--- src/rtl/vga_mem_arbiter.sv ---
// Single-port memory arbiter between a VGA pixel fetcher (default priority) and a CPU.
// After CPU_MAX_WAIT consecutive losses the CPU is forced a slot; one access issues per cycle.
module vga_mem_arbiter #(
  parameter int ADDR_W       = 22,
  parameter int DATA_W       = 32,
  parameter int CPU_MAX_WAIT = 16
) (
  input  logic              clk,
  input  logic              rst_n,
  input  logic              vga_req,
  input  logic [ADDR_W-1:0] vga_addr,
  output logic              vga_valid,
  output logic [DATA_W-1:0] vga_rdata,
  output logic              vga_stall,
  input  logic              cpu_req,
  input  logic              cpu_we,
  input  logic [ADDR_W-1:0] cpu_addr,
  input  logic [DATA_W-1:0] cpu_wdata,
  output logic              cpu_gnt,
  output logic              cpu_done,
  output logic [DATA_W-1:0] cpu_rdata,
  output logic              mem_en,
  output logic              mem_we,
  output logic [ADDR_W-1:0] mem_addr,
  output logic [DATA_W-1:0] mem_wdata,
  input  logic [DATA_W-1:0] mem_rdata
);
  typedef enum logic [1:0] {
    IDLE    = 2'd0,
    VGA_RD  = 2'd1,
    CPU_ACC = 2'd2
  } state_t;

  localparam logic [7:0] MAX_WAIT = 8'(CPU_MAX_WAIT);

  state_t            state_q, state_d;
  logic [7:0]        wait_q, wait_d;
  logic              mem_en_q, mem_en_d;
  logic              mem_we_q, mem_we_d;
  logic [ADDR_W-1:0] mem_addr_q, mem_addr_d;
  logic [DATA_W-1:0] mem_wdata_q, mem_wdata_d;
  logic              cpu_gnt_q, cpu_gnt_d;
  logic              vga_stall_q, vga_stall_d;
  logic              vga_valid_q, vga_valid_d;
  logic              cpu_done_q, cpu_done_d;
  logic              cpu_rd_ret_q, cpu_rd_ret_d;
  logic [DATA_W-1:0] vga_hold_q, vga_hold_d;
  logic [DATA_W-1:0] cpu_hold_q, cpu_hold_d;
  logic              override, cpu_win, vga_win;

  always_comb begin
    override = (wait_q == MAX_WAIT);
    cpu_win  = cpu_req && (!vga_req || override);
    vga_win  = vga_req && !cpu_win;

    state_d = IDLE;
    if (cpu_win) begin
      state_d = CPU_ACC;
    end else if (vga_win) begin
      state_d = VGA_RD;
    end

    mem_en_d    = cpu_win || vga_win;
    mem_we_d    = cpu_win && cpu_we;
    mem_addr_d  = mem_addr_q;
    mem_wdata_d = mem_wdata_q;
    if (cpu_win) begin
      mem_addr_d  = cpu_addr;
      mem_wdata_d = cpu_wdata;
    end else if (vga_win) begin
      mem_addr_d = vga_addr;
    end

    cpu_gnt_d   = cpu_win;
    vga_stall_d = vga_req && cpu_win;

    // Counter clears on a CPU win or an idle/withdrawn CPU, otherwise counts losses.
    wait_d = 8'd0;
    if (cpu_req && !cpu_win) begin
      wait_d = override ? wait_q : wait_q + 8'd1;
    end

    // Return tags follow the state issued last cycle; the sync RAM answers now.
    vga_valid_d  = (state_q == VGA_RD);
    cpu_done_d   = (state_q == CPU_ACC);
    cpu_rd_ret_d = (state_q == CPU_ACC) && !mem_we_q;
    vga_hold_d   = vga_valid_q ? mem_rdata : vga_hold_q;
    cpu_hold_d   = cpu_rd_ret_q ? mem_rdata : cpu_hold_q;
  end

  always_ff @(posedge clk or negedge rst_n) begin
    if (!rst_n) begin
      state_q      <= IDLE;
      wait_q       <= 8'd0;
      mem_en_q     <= 1'b0;
      mem_we_q     <= 1'b0;
      mem_addr_q   <= '0;
      mem_wdata_q  <= '0;
      cpu_gnt_q    <= 1'b0;
      vga_stall_q  <= 1'b0;
      vga_valid_q  <= 1'b0;
      cpu_done_q   <= 1'b0;
      cpu_rd_ret_q <= 1'b0;
      vga_hold_q   <= '0;
      cpu_hold_q   <= '0;
    end else begin
      state_q      <= state_d;
      wait_q       <= wait_d;
      mem_en_q     <= mem_en_d;
      mem_we_q     <= mem_we_d;
      mem_addr_q   <= mem_addr_d;
      mem_wdata_q  <= mem_wdata_d;
      cpu_gnt_q    <= cpu_gnt_d;
      vga_stall_q  <= vga_stall_d;
      vga_valid_q  <= vga_valid_d;
      cpu_done_q   <= cpu_done_d;
      cpu_rd_ret_q <= cpu_rd_ret_d;
      vga_hold_q   <= vga_hold_d;
      cpu_hold_q   <= cpu_hold_d;
    end
  end

  assign mem_en    = mem_en_q;
  assign mem_we    = mem_we_q;
  assign mem_addr  = mem_addr_q;
  assign mem_wdata = mem_wdata_q;
  assign cpu_gnt   = cpu_gnt_q;
  assign vga_stall = vga_stall_q;
  assign vga_valid = vga_valid_q;
  assign cpu_done  = cpu_done_q;
  // Read data is presented in the same cycle as its tag and held afterwards.
  assign vga_rdata = vga_hold_d;
  assign cpu_rdata = cpu_hold_d;

endmodule

--- config.mk ---
export PLATFORM = sky130hd
export DESIGN_NAME = vga_mem_arbiter
export DESIGN_NICKNAME = d
export VERILOG_FILES = /design/src/rtl/vga_mem_arbiter.sv
export SDC_FILE = /design/constraint.sdc
export NUM_CORES = 1
export LEC_CHECK = 0
export ABC_CLOCK_PERIOD_IN_PS = 2370
export CAP_MARGIN = 20
export CORE_UTILIZATION = 62
export DETAILED_ROUTE_END_ITERATION = 12
export DONT_BUFFER_PORTS = 1
export PLACE_DENSITY = 0.88
export SLEW_MARGIN = 20
export SYNTH_ARGS = -nofsm -noshare
export SYNTH_HDL_FRONTEND = slang
export SYNTH_SLANG_ARGS = --single-unit
export TNS_END_PERCENT = 50
--- constraint.sdc ---
create_clock -name clk -period 2.37 [get_ports clk]
set_clock_uncertainty 0.15 [all_clocks]
set_input_delay 0.474 -clock clk [delete_from_list [all_inputs] [get_ports clk]]
set_output_delay 0.474 -clock clk [all_outputs]
set_load 0.05 [all_outputs]
==> impl_metrics.py <==
metrics = {
    "status": {
        "run_status": "finished with violations",
        "violations": "negative hold slack",
    },
    "sta": {
        "fmax_ghz": 0.435,
        "tightest_slew_ns": 0.667,
        "rsz0062_at_grt": "no",
        "fin_crit_sh": 0.970,
        "final-setup-viol-count": 0,
        "maxSlewHeadroom": 0.555,
        "post-route-min-period_ns": 2.30,
        "drv_slew": 0,
        "fin_setup_tns_ns": 0,
        "hold_viol": 134,
        "fin_hold_ws_ns": -0.477,
    },
    "drt": {
        "vias": 3243,
        "dr.first_iter.drc_count": 202,
        "drt_first_pass_iters": 4,
        "drc": 0,
        "vias_per_cell": 6.08,
        "wl_um": 13200,
        "antenna_left": 0,
        "wl_per_cell_um": 24.8,
    },
    "clocking": {
        "cts_buffer_depth": 2,
        "clockRootBuffer": "clkbuf_8",
        "cts_tree": "built",
        "cts_hold_buf": 76,
        "cts_sinks": 134,
        "numCtsBuffers": 17,
        "worstSkewPairLatency_ns": 0.49,
        "clkTransAtPathRegs_ns": 0.06,
        "h-tree-depth": 4,
    },
    "cells_and_area": {
        "final_nets": 532,
        "final_common_cell": "dfrtp_1",
        "area_delta_synth_final_pct": 28.4,
        "final_cells": 533,
        "drive_gt1_frac": 0.312,
        "fill_cells": 362,
        "final_cell_mix": "dfrtp_1, mux2_2, dlygate4sd3_1",
    },
    "yosys": {
        "netlist-cell-type-count": 29,
        "seq_area_frac_synth": 0.647,
        "synth.net_count": 449,
        "synth_warnings": 0,
        "syn_area_um2": 5180,
        "netlist_instances": 334,
        "async_reset_ff_frac": 1.00,
        "synth_edf_count": 0,
        "synth.avg_cell_area_um2": 15.5,
        "synth_seq_cells": 134,
        "synth_flop_cell": "dfrtp_1",
    },
    "worst_setup_path": {
        "start_kind": "flip-flop",
        "crit_arrival_ns": 1.68,
        "crit_required_ns": 1.75,
        "end_kind": "output port",
        "worstRegToRegCells": 5,
        "worstReg2RegStart": "wait_q[5]",
        "path_class": "flip-flop to output port",
        "regToRegEndpoint": "mem_addr[10]",
        "crit_fanout": 27,
        "rrSetupSlack_ns": 0.16,
    },
    "grt": {
        "antenna_found_initial": 0,
        "grt_pass1_wl_um": 19600,
        "grt_pass1_vias": 3521,
        "grt_overflow": 0,
        "grt_usage": 0.314,
        "grt_max_degree": 135,
    },
    "power_and_ir_drop": {
        "p_leak_nw": 2.84,
        "p_sw_frac": 0.355,
        "p_per_area_nw_per_um2": 1070,
        "seqPwrFrac": 0.445,
        "pwr-share-comb": 0.188,
        "intPower_mw": 4.61,
        "p_clk_frac": 0.367,
        "p_sw_mw": 2.54,
        "vdd_drop_max_mv": 0.551,
    },
    "min_path": {
        "hold_path_class": "primary input to async pin",
    },
    "die": {
        "ioPinCount": 237,
        "die_area_um2": 8730,
        "die_h_um": 93.4,
        "rows": 32,
        "fp.dieW_um": 93.4,
        "core_area_um2": 7890,
        "start_util": 0.657,
    },
    "place": {
        "dp_hpwl_um": 7290,
        "place_inst": 424,
        "finalWeightedCongestion": 0.804,
        "io_buffers": 0,
    },
    "job": {
        "cap_viol_max_count": 0,
    },
}
==> registers in the layout (all words and copies together) (netlist names) <==
name and cells:
mem_en 1, cpu_hold_q 32, cpu_gnt 1, mem_we 1, cpu_rd_ret_q 1, cpu_done 1
wait_q 8, mem_wdata 32, vga_stall 1, mem_addr 22, vga_hold_q 32, state_q 1
vga_valid 1
==> cell type report <==
type,instances,area [µm²],share of cell area
Antenna cell,1,2.50,0.000376
Clock buffer,19,432,0.0649
Clock inverter,13,170,0.0256
Inverter,5,18.8,0.00282
Multi-Input combinational cell,177,1700,0.256
Sequential cell,134,3360,0.505
Tap cell,102,128,0.0192
Timing Repair Buffer,82,843,0.127
==> routing by layer <==
metal  wire length (µm)  global-route usage
met5                  0                   0
met4                483               0.145
met3               1320               0.121
met2               7070               0.553
met1               4350               0.329
==> worst max-delay path, stage by stage, from the launching register on <==
cell,delay [ns]
dfrtp_2,0.45
buf_12,0.22
mux2_2,0.50
==> cells by family (layout without fill, tap and decap cells) <==
logic type | count (synthesis) | after routing | share of synthesized area
other cells | 0 | 1 | 0
mux | 96 | 96 | 0.209
buf+inv | 23 | 119 | 0.0261
flops | 134 | 134 | 0.647
fa+ha+maj | 2 | 2 | 0.00483
compound gates | 31 | 31 | 0.0560
xor+xnor | 3 | 3 | 0.00507
simple gates | 45 | 45 | 0.0522
==> worst max path at each step <==
stage | from | endpoint | slack, ns | depth (start not counted)
3_5_place_dp | wait_q[5] | mem_addr[17] | 0.30 | 5
2_1_floorplan | vga_valid | vga_rdata[10] | 0.06 | 3
5_1_grt | cpu_rd_ret_q | cpu_rdata[21] | 0.01 | 2
3_3_place_gp | wait_q[5] | mem_addr[16] | 0.39 | 5
6_report | cpu_rd_ret_q | cpu_rdata[21] | 0.07 | 2
4_1_cts | cpu_rd_ret_q | cpu_rdata[21] | 0.02 | 2
==> Yosys cell counts, types with 2 or more instances <==
library cell / number / area [µm²]
inv_1: 5 / 18.8
ha_1: 2 / 25.0
a221o_1: 22 / 220
buf_4: 4 / 30.0
clkbuf_1: 4 / 15.0
mux2_1: 5 / 56.3
nand2_1: 2 / 7.51
dfrtp_1: 134 / 3350
buf_6: 3 / 33.8
and2_1: 24 / 150
mux2_2: 91 / 1020
nand3_1: 4 / 20.0
o21ai_0: 2 / 10.0
or3_1: 2 / 12.5
xor2_1: 2 / 17.5
buf_1: 6 / 22.5
nor2_1: 6 / 22.5
nor2b_1: 3 / 18.8
a21oi_1: 3 / 15.0
==> power by group through the flow <==
stage / clock network (mW) / logic, mW / registers (mW)
after floorplan: 0 / 1.12 / 3.15
after detailed placement: 0 / 1.22 / 3.21
final: 2.62 / 1.34 / 3.18
after global placement: 0 / 1.19 / 3.19
after CTS: 2.65 / 1.33 / 3.17
after global routing: 2.78 / 1.38 / 3.21
==> what timing repair did <==
| item | in CTS | in global routing |
|---|---|---|
| hold endpoints to repair | 189 | 134 |
| resized for setup | 1 | 0 |
| endpoints found under the setup margin | 27 | 0 |
| buffers inserted | 0 | 0 |
==> metrics by stage <==
stage	cell area (µm²)	setup WS [ns]	total power, mW	utilization
2_1_floorplan	5180	0.0584	4.27	-
5_1_grt	6650	0.00952	7.37	0.843
4_1_cts	6650	0.0250	7.15	0.843
6_report	6650	0.0703	7.15	0.843
3_5_place_dp	5280	0.303	4.43	0.670
3_3_place_gp	5280	0.385	4.38	0.670
Power figures use the tool's default switching activity.
